**config.mk**
```make
export PLATFORM = sky130hd
export DESIGN_NAME = ultrasonic_echo_responder_flat
export DESIGN_NICKNAME = d
export VERILOG_FILES = /design/src/rtl/ultrasonic_echo_responder_if.sv /design/src/rtl/ultrasonic_echo_responder.sv /design/src/flat_wrapper.sv
export SDC_FILE = /design/constraint.sdc
export NUM_CORES = 1
export LEC_CHECK = 0
export CAP_MARGIN = 20
export CORE_MARGIN = 5
export CORE_UTILIZATION = 30
export CTS_BUF_LIST = sky130_fd_sc_hd__clkbuf_8 sky130_fd_sc_hd__clkbuf_16
export CTS_CLUSTER_DIAMETER = 80
export DETAILED_ROUTE_END_ITERATION = 8
export PLACE_DENSITY = 0.56
export SKIP_CTS_REPAIR_TIMING = 1
export SLEW_MARGIN = 5
export SYNTH_ARGS = -nofsm -noshare
export SYNTH_HDL_FRONTEND = slang
export SYNTH_SLANG_ARGS = --single-unit
```
**constraint.sdc**
```tcl
create_clock -name clk -period 4.37 [get_ports clk]
set_input_delay 0.874 -clock clk [delete_from_list [all_inputs] [get_ports clk]]
set_output_delay 0.874 -clock clk [all_outputs]
set_load 0.02 [all_outputs]
```
**src/rtl/ultrasonic_echo_responder_if.sv**
```systemverilog
// Trigger/echo bundle between a ranging controller (master) and the
// emulated ultrasonic sensor (slave).
interface ultrasonic_echo_responder_if;
    logic        trig;
    logic [15:0] distance_us;
    logic        echo;
    logic        busy;
    logic        trig_short;
    logic        clamped;

    modport master (
        output trig, distance_us,
        input  echo, busy, trig_short, clamped
    );

    modport slave (
        input  trig, distance_us,
        output echo, busy, trig_short, clamped
    );
endinterface

```
**src/rtl/ultrasonic_echo_responder.sv**
```systemverilog
// HC-SR04-style sensor emulator: accepts a trigger pulse and answers with an echo
// whose width is the programmed distance in us. Optional macro ECHO_JITTER_EN adds 0-7 us LFSR jitter.
module ultrasonic_echo_responder #(
    parameter int CLK_HZ      = 40000000,
    parameter int MIN_TRIG_US = 10,
    parameter int BURST_US    = 200,
    parameter int MAX_ECHO_US = 38000,
    parameter int HOLDOFF_US  = 10000
) (
    input  logic                           clk,
    input  logic                           nreset,
    ultrasonic_echo_responder_if.slave     bus
);

    localparam int          DIV     = CLK_HZ / 1000000;
    localparam int          PW      = (DIV > 1) ? $clog2(DIV) : 1;
    localparam logic [15:0] MIN_T   = 16'(MIN_TRIG_US);
    localparam logic [15:0] BURST_T = 16'(BURST_US);
    localparam logic [15:0] MAX_T   = 16'(MAX_ECHO_US);
    localparam logic [15:0] HOLD_T  = 16'(HOLDOFF_US);

    typedef enum logic [2:0] {
        S_IDLE,
        S_TRIG_HI,
        S_BURST,
        S_ECHO,
        S_HOLDOFF
    } state_t;

    state_t      state, state_nx;
    logic        trig_s1, trig_s2, trig_d;
    logic        rise;
    logic [PW-1:0] pre;
    logic        tick;
    logic [15:0] timer, timer_inc;
    logic [15:0] width, w_base, w_new;
    logic        over, accept, short_nx, clamp_nx, trans;
    logic        echo_q, busy_q, short_q, clamp_q;

    // Two-flop synchronizer plus one delay flop for edge detection
    always_ff @(posedge clk or negedge nreset) begin
        if (!nreset) begin
            trig_s1 <= 1'b0;
            trig_s2 <= 1'b0;
            trig_d  <= 1'b0;
        end else begin
            trig_s1 <= bus.trig;
            trig_s2 <= trig_s1;
            trig_d  <= trig_s2;
        end
    end

    assign rise      = trig_s2 & ~trig_d;
    assign tick      = (pre == PW'(DIV - 1));
    assign timer_inc = timer + 16'd1;

    assign over   = (bus.distance_us > MAX_T);
    assign w_base = over ? MAX_T : ((bus.distance_us == 16'd0) ? 16'd1 : bus.distance_us);

`ifdef ECHO_JITTER_EN
    logic [7:0] lfsr;

    // Jitter uses the current LFSR value, then the LFSR steps for the next trigger
    always_ff @(posedge clk or negedge nreset) begin
        if (!nreset)
            lfsr <= 8'hA5;
        else if (accept)
            lfsr <= {lfsr[6:0], lfsr[7] ^ lfsr[5] ^ lfsr[4] ^ lfsr[3]};
    end

    assign w_new = w_base + {13'd0, lfsr[2:0]};
`else
    assign w_new = w_base;
`endif

    always_comb begin
        state_nx = state;
        accept   = 1'b0;
        short_nx = 1'b0;
        clamp_nx = 1'b0;
        unique case (state)
            S_IDLE: begin
                if (rise)
                    state_nx = S_TRIG_HI;
            end
            S_TRIG_HI: begin
                if (!trig_s2) begin
                    if (timer < MIN_T) begin
                        short_nx = 1'b1;
                        state_nx = S_IDLE;
                    end else begin
                        accept   = 1'b1;
                        clamp_nx = over;
                        state_nx = S_BURST;
                    end
                end
            end
            S_BURST: begin
                if (tick && timer_inc == BURST_T)
                    state_nx = S_ECHO;
            end
            S_ECHO: begin
                if (tick && timer_inc == width)
                    state_nx = S_HOLDOFF;
            end
            S_HOLDOFF: begin
                if (tick && timer_inc == HOLD_T)
                    state_nx = S_IDLE;
            end
            default: state_nx = S_IDLE;
        endcase
    end

    assign trans = (state_nx != state);

    // Timebase restarts on every transition so each phase is an exact multiple of DIV
    always_ff @(posedge clk or negedge nreset) begin
        if (!nreset) begin
            state <= S_IDLE;
            pre   <= '0;
            timer <= '0;
            width <= 16'd1;
        end else begin
            state <= state_nx;
            if (trans || tick)
                pre <= '0;
            else
                pre <= pre + PW'(1);
            if (trans)
                timer <= '0;
            else if (tick && timer != 16'hFFFF)
                timer <= timer_inc;
            if (accept)
                width <= w_new;
        end
    end

    // Outputs are registered from next-state so echo rises on the BURST->ECHO edge
    always_ff @(posedge clk or negedge nreset) begin
        if (!nreset) begin
            echo_q  <= 1'b0;
            busy_q  <= 1'b0;
            short_q <= 1'b0;
            clamp_q <= 1'b0;
        end else begin
            echo_q  <= (state_nx == S_ECHO);
            busy_q  <= (state_nx == S_BURST) || (state_nx == S_ECHO) || (state_nx == S_HOLDOFF);
            short_q <= short_nx;
            clamp_q <= clamp_nx;
        end
    end

    assign bus.echo       = echo_q;
    assign bus.busy       = busy_q;
    assign bus.trig_short = short_q;
    assign bus.clamped    = clamp_q;

endmodule

```
**src/flat_wrapper.sv**
```systemverilog
// flat-port wrapper written by rule: the top's interface ports become plain ports
module ultrasonic_echo_responder_flat 
#(
    parameter int CLK_HZ      = 40000000,
    parameter int MIN_TRIG_US = 10,
    parameter int BURST_US    = 200,
    parameter int MAX_ECHO_US = 38000,
    parameter int HOLDOFF_US  = 10000
)
  (clk, nreset, bus_trig, bus_distance_us, bus_echo, bus_busy, bus_trig_short, bus_clamped);
  ultrasonic_echo_responder_if bus_i ();
  input  logic clk;
  input  logic nreset;
  input wire logic [$bits(bus_i.trig)-1:0] bus_trig;
  input wire logic [$bits(bus_i.distance_us)-1:0] bus_distance_us;
  output wire logic [$bits(bus_i.echo)-1:0] bus_echo;
  output wire logic [$bits(bus_i.busy)-1:0] bus_busy;
  output wire logic [$bits(bus_i.trig_short)-1:0] bus_trig_short;
  output wire logic [$bits(bus_i.clamped)-1:0] bus_clamped;
  assign bus_i.trig = bus_trig;
  assign bus_i.distance_us = bus_distance_us;
  assign bus_echo = bus_i.echo;
  assign bus_busy = bus_i.busy;
  assign bus_trig_short = bus_i.trig_short;
  assign bus_clamped = bus_i.clamped;
  ultrasonic_echo_responder #(.CLK_HZ(CLK_HZ), .MIN_TRIG_US(MIN_TRIG_US), .BURST_US(BURST_US), .MAX_ECHO_US(MAX_ECHO_US), .HOLDOFF_US(HOLDOFF_US)) u_core (.clk(clk), .nreset(nreset), .bus(bus_i));
endmodule
```
==> results of run 1 <==
## per-layer routing
layer | wire, um | share of wire, % | global-route usage [%]
met1 | 3654 | 46 | 17.36
met2 | 3555 | 44 | 20.49
met3 | 493 | 6.1 | 2.387
met4 | 323 | 4.0 | 5.305
met5 | 0 | 0 | 0
## power by group through the flow
stage / combinational [mW] / clock, mW / sequential [mW]
2_1_floorplan: 0.0464 / 0 / 0.483
3_3_place_gp: 0.0824 / 0 / 0.488
3_5_place_dp: 0.0834 / 0 / 0.488
4_1_cts: 0.0835 / 0.344 / 0.479
5_1_grt: 0.0986 / 0.358 / 0.482
6_report: 0.0846 / 0.334 / 0.479
## how the worst max path moves through the flow
stage | end | slack (ns) | start
after floorplan | u_core.timer[10] | 1.64 | u_core.timer[0]
after global routing | u_core.timer[5] | 0.35 | u_core.timer[2]
final | u_core.timer[1] | 0.58 | u_core.timer[2]
after CTS | u_core.timer[3] | 0.62 | u_core.timer[2]
after global placement | u_core.timer[1] | 0.65 | u_core.timer[2]
after detailed placement | u_core.timer[2] | 0.71 | u_core.timer[2]
## sequential cells by signal, summed over array words and instances, names as in the netlist
register	flops
u_core.bus.busy	1
u_core.bus.clamped	1
u_core.bus.echo	1
u_core.bus.trig_short	1
u_core.pre	6
u_core.state	3
u_core.timer	16
u_core.trig_d	1
u_core.trig_s1	1
u_core.trig_s2	1
u_core.width	16
## logic make-up after synthesis
family | Yosys count
and+or+nand+nor | 189
AOI/OAI and AO/OA | 65
buffers and inverters | 31
muxes | 2
DFF | 48
xor gates and xnor gates | 39
adders and majority gates | 3
## layout by cell type, fill, tap and decap left out, drive strengths merged, types with 6 or more instances in the layout
master,synthesis,final
nor2,24,24
o21ai,24,24
nor4,13,13
nand3,14,14
xnor2,31,31
nand4,10,10
a211oi,6,6
a21oi,8,8
nand2b,8,8
xor2,7,7
buf,15,6
dfrtp,47,47
nor3,22,22
and3,7,7
nand2,66,66
or3,7,7
clkdlybuf4s50,0,21
## final cells by class
type                    count  area, um^2  share of cell area (%)
clock buffers               5       68.82                   1.878
clock inverters             3       47.55                   1.298
inverters                   5       18.77                  0.5123
multi-input cells         298        1878                   51.26
flip-flops and latches     48        1202                   32.82
well taps                 140       175.2                   4.781
repair buffers             27       272.8                   7.445
## worst max-delay path, delay by kind of cell, from the launching register on
kind	cells	cell delay (ns)
simple gates	5	2.18
compound gates	1	0.71
flops	1	0.61
xor+xnor	1	0.13
==> summary.txt, run 1 <==
Detailed routing
  – DRC violations left: 0
  – DRT iter0 DRCs: 180
  – Vias per cell: about 5.3
  – Via count: between 2k and 3k
  – WL final: ~8.0 mm
  – Final antenna-violating net count: 0
  – Wirelength per Cell: 15.26 um
  – Detailed Routing Iterations Pass 1: 6

Logic synthesis
  – Mean Syn Cell Area: approximately 8.6 um^2
  – Seq/Total Area, Yosys: between 30% and 40%
  – Cells after Synth: about 380
  – Top cells by area, synth: dfrtp_1 36%, xnor2_1 8.4%, nand2_1 7.6%
  – Most used DFF post-synth: dfrtp_1
  – Post-synthesis simple-gate area fraction: a little under a third
  – Complex-gate fraction of the synthesized area: between 10% and 20%
  – Register bit count reported by yosys: 48
  – Largest family of logic cells by synthesized area: simple AND/OR/NAND/NOR gates
  – Synth Warn #: 0
  – Most common cell in the netlist: nand2_1
  – Post-synth top area share: between 30% and 40%
  – Mapped Area: 0.003242 mm^2
  – Synth unique cells: 58
  – Synth top cells by count: 66 x nand2_1, 47 x dfrtp_1, 31 x xnor2_1
  – Cell taking the most area after synthesis: dfrtp_1
  – Post-synth EDFFs: 0
  – Async SR Flop Fraction: 100.0%
  – Synth Area in XOR/XNOR: 10.96%
  – Syn_nets: between 300 and 400
  – Mux cell area share after synthesis: less than 1%
  – Adder-Cell Fraction of Synth Area: under 10%

Global routing
  – Largest net degree at the start of global routing: 49
  – GRT overflow: 0
  – Global-route wire length before repair: between 10 and 15 mm
  – Initial antenna violation count: 0
  – GRT Util Overall: about an eighth
  – Number of global-route vias before repair: 2762

Die
  – DIE HEIGHT: roughly 110 um
  – Starting Density: between 30% and 40%
  – Chip width: around 110 um
  – Core box area: about 0.011 mm^2
  – Die area: approximately 0.013 mm^2
  – # rows: 38
  – IO Pins: 23

Layout
  – Layout filler cell count: 1149
  – Ratio of cells with drive above 1 in the final layout: under 10%
  – Share of the core filled with cells: 34.25%
  – Nets: a little over 400
  – # diodes: 0
  – Final cell count without fillers: about 530
  – Final Instance Area: 0.003664 mm^2
  – Area growth, synth to finish: 13.01%

Min path
  – Worst hold start: u_core.trig_s1
  – Hold EP: u_core.trig_s2
  – Hold path cells: 0
  – Tightest Hold Check Type: reg -> reg

STA
  – Setup violations, final: 0
  – Final setup TNS: 0 ns
  – Final hold vios: 0
  – Slew Viols, Final: 0
  – Clk_skew: ~0.010 ns
  – Min Tclk post-route: between 3 and 4 ns
  – Highest Clock Rate: approximately 260 MHz
  – Setup ws final: slightly below 0.6 ns
  – Hold Slack: ~0.36 ns
  – Fin crit share: just under 90%
  – Unrepaired setup endpoints after global routing: false
  – Relative slew slack: around 40%
  – Slew @ Worst Pin: roughly 0.9 ns

Power and ir drop
  – VDD IR max: 122.5 uV
  – Sequential group share of total power: between 50% and 60%
  – P_sw: about 0.22 mW
  – Internal Power: 0.6739 mW
  – Total power: 0.8978 mW
  – Combinational fraction of design power: under 10%
  – Clock power frac: a little under two fifths
  – Switching share of power: around a quarter
  – Leakage: 1.478 nW
  – Pwr/cell area: around 250 mW/mm^2

CTS
  – Clk sinks: 48
  – CTS tree: yes
  – H-tree Lvls: 2
  – Max clock buf depth: 2
  – Worst skew pair latency: 0.31 ns
  – Root Driver: clkbuf_8
  – CTS clk-pin slew, worst paths: around 0.1 ns
  – CTS buffer count: 5

Setup path
  – Worst path cell trace: nand3_1 -> nor4b_2 -> xor2_1 -> a2111oi_0 -> nand4_2 -> nor3_4 -> nor3_1
  – CP Launch Type: flop
  – Setup CP Type: reg -> reg
  – Nature of the critical path endpoint: flop
  – Reg2reg end: u_core.timer[1]
  – R2R setup slack: just under 0.6 ns
  – Slowest CP cell: a2111oi_0
  – WP data required: roughly 4.5 ns
  – Cells on worst reg2reg path: 7
  – CP max FO: 16
  – Max stage delay on crit path: 0.71 ns
  – Worst r2r src: u_core.timer[2]
  – Crit path arrival time: between 3 and 4 ns

Job
  – Total of max-cap violations: 0

Place
  – Placed Cells: approximately 520
  – Worst slack, placed: a little over 0.7 ns
  – Dpl cell area: about 0.0035 mm^2
  – Port bufs: 22
  – RD Place Congestion: about 0.95
  – DP Wirelength: around 6.0 mm

Status
  – Status: finished clean
No activity file was read; power rests on OpenSTA's default activity.
==> inputs of run 2 (changes only) <==
--- a/config.mk
+++ b/config.mk
@@ -11,7 +11,7 @@
 export CTS_BUF_LIST = sky130_fd_sc_hd__clkbuf_8 sky130_fd_sc_hd__clkbuf_16
 export CTS_CLUSTER_DIAMETER = 80
 export DETAILED_ROUTE_END_ITERATION = 8
-export PLACE_DENSITY = 0.56
+export PLACE_DENSITY_LB_ADDON = 0.2
 export SKIP_CTS_REPAIR_TIMING = 1
 export SLEW_MARGIN = 5
 export SYNTH_ARGS = -nofsm -noshare
==> summary.txt, run 2 (synthesis results as in run 1) <==
CTS
  – CTS tree: yes
  – Clk sinks: 48 (unchanged)
  – CTS buffer count: 5 (unchanged)
  – Max clock buf depth: 2 (unchanged)
  – Root Driver: clkbuf_8
  – H-tree Lvls: 2 (unchanged)
  – Worst skew pair latency: 0.31 ns (about the same)
  – CTS clk-pin slew, worst paths: 0.09 ns (about the same)

Job
  – Total of max-cap violations: 0 (unchanged)

Layout
  – Layout filler cell count: 1133 (-1.4%)
  – Ratio of cells with drive above 1 in the final layout: 7.513% (unchanged)
  – Nets: 407 (unchanged)
  – Area growth, synth to finish: 12.62%
  – Largest regs: u_core.timer x16, u_core.width x16, u_core.pre x6
  – Final cell count without fillers: 526 (unchanged)
  – Most frequent cells in the layout: 66 x nand2_1, 47 x dfrtp_1, 31 x xnor2_1
  – Most common cell after layout, fill and taps aside: nand2_1
  – # diodes: 0 (unchanged)

STA
  – Final hold vios: 0 (unchanged)
  – Slew @ Worst Pin: 0.8637 ns (-0.02433 ns)
  – Min Tclk post-route: 3.696 ns (-0.09721 ns)
  – Unrepaired setup endpoints after global routing: false
  – Relative slew slack: 41.93% (+1.6 points)
  – Fin crit share: 84.58% (-2.2 points)
  – Hold Slack: 0.3536 ns (-0.003499 ns)
  – Highest Clock Rate: 270.6 MHz (+2.6%)
  – Final setup TNS: 0 ns (unchanged)
  – Setup ws final: 0.6740 ns (+0.09721 ns)
  – Setup violations, final: 0 (unchanged)
  – Slew Viols, Final: 0 (unchanged)
  – Clk_skew: 0.005790 ns (-0.004619 ns)

Global routing
  – GRT overflow: 0 (unchanged)
  – Global-route wire length before repair: 13.46 mm (-2.5%)
  – Number of global-route vias before repair: 2555 (-7.5%)
  – GRT Util Overall: 12.89% (-0.034 points)
  – Largest net degree at the start of global routing: 49 (unchanged)
  – Initial antenna violation count: 0 (unchanged)

Detailed routing
  – WL final: 8.111 mm (+1.1%)
  – Wirelength per Cell: 15.42 um (+1.1%)
  – Uppermost routed layer: met4
  – DRT iter0 DRCs: 144 (-20%)
  – DRC violations left: 0 (unchanged)
  – Final antenna-violating net count: 0 (unchanged)
  – Routed met2 length: 3.590 mm (+0.98%)
  – Met1 WL: 4.123 mm (+13%)
  – Metal3 WL: 275 um (-44%)
  – Via count: 2701 (-3.9%)
  – Vias per cell: 5.135 (-3.9%)
  – Detailed Routing Iterations Pass 1: 4 (-2)

Power and ir drop
  – Leakage: 1.471 nW (-0.51%)
  – Pwr/cell area: 243.8 mW/mm^2 (-0.49%)
  – VDD IR max: 128.4 uV (+4.8%)
  – Total power: 0.8903 mW (-0.83%)

Die
  – Starting Density: 30.30% (unchanged)
  – Chip width: 114.0 um (unchanged)
  – # rows: 38 (unchanged)
  – IO Pins: 23 (unchanged)
  – DIE HEIGHT: 114.0 um (unchanged)
  – Die area: 0.01298 mm^2 (unchanged)
  – Core box area: 0.01070 mm^2 (unchanged)

Setup path
  – CP Launch Type: flop
  – WP data required: 4.53 ns (about the same)
  – Crit path arrival time: 3.86 ns (-0.10 ns)
  – CP max FO: 16 (unchanged)
  – Setup CP Type: reg -> reg
  – Nature of the critical path endpoint: flop

Place
  – RD Place Congestion: 0.9178 (-3.3%)
  – DP Wirelength: 6.209 mm (+3.4%)
  – Worst slack, placed: 0.7097 ns (+0.003848 ns)
  – Placed Cells: 517 (unchanged)
  – Port bufs: 22 (unchanged)

Min path
  – Tightest Hold Check Type: reg -> reg

Status
  – Status: finished clean
==> run 2: changes by cell type in the layout (fill, tap and decap cells not counted), sizes merged <==
cell	delta
clkinvlp	+1
clkinv	-1
==> run 2: power by group <==
| group | internal (mW) | total (mW) | switching, mW | leakage [nW] |
|---|---|---|---|---|
| clock network | 0.169 | 0.326 | 0.156 | 0.0541 |
| registers | 0.461 | 0.480 | 0.0190 | 0.578 |
| logic | 0.0396 | 0.0842 | 0.0446 | 0.839 |
| total | 0.670 | 0.890 | 0.220 | 1.47 |
==> run 2: area by class of cell <==
cell class / instances / area [um^2] / area share (%)
Multi-Input combinational cell: 298 / 1878 / 51.44
Clock buffer: 5 / 68.82 / 1.885
Sequential cell: 48 / 1202 / 32.93
Inverter: 5 / 18.77 / 0.5141
Tap cell: 140 / 175.2 / 4.798
Clock inverter: 3 / 42.54 / 1.165
Timing Repair Buffer: 27 / 265.3 / 7.265
==> run 2: final timing paths <==
check / from / end / slack, ns / cells after the start
setup / recovery: u_core.timer[2] / u_core.timer[11] / 0.67 / 7
hold / removal: u_core.trig_s1 / u_core.trig_s2 / 0.35 / 0
setup reg to reg: u_core.timer[2] / u_core.timer[11] / 0.67 / 7
hold reg to reg: u_core.trig_s1 / u_core.trig_s2 / 0.35 / 0
max in group asynchronous: nreset / u_core.timer[5] / 3.31 / 2
min in group asynchronous: nreset / u_core.trig_s1 / 0.53 / 1
==> run 2: stage by stage <==
stage	util, %	instance area, um^2
final	34.13	3651
after global routing	34.13	3651
after global placement	32.90	3520
after floorplan	-	3242
after detailed placement	32.90	3520
after CTS	33.94	3631
==> run 2: per-layer routing <==
metal | up-vias | track usage [%]
met5 | - | 0
met4 | 0 | 3.800
met3 | 10 | 1.910
met2 | 55 | 19.71
met1 | 1272 | 18.83
li1 | 1364 | -
==> run 2: worst max-delay path, cell delays in order, from the launching register on <==
cell	delay, ns
dfrtp_1	0.62
nand3_1	0.51
nor4b_2	0.63
xor2_1	0.12
a2111oi_0	0.62
nand4_2	0.28
nor3_4	0.65
nor3_1	0.11
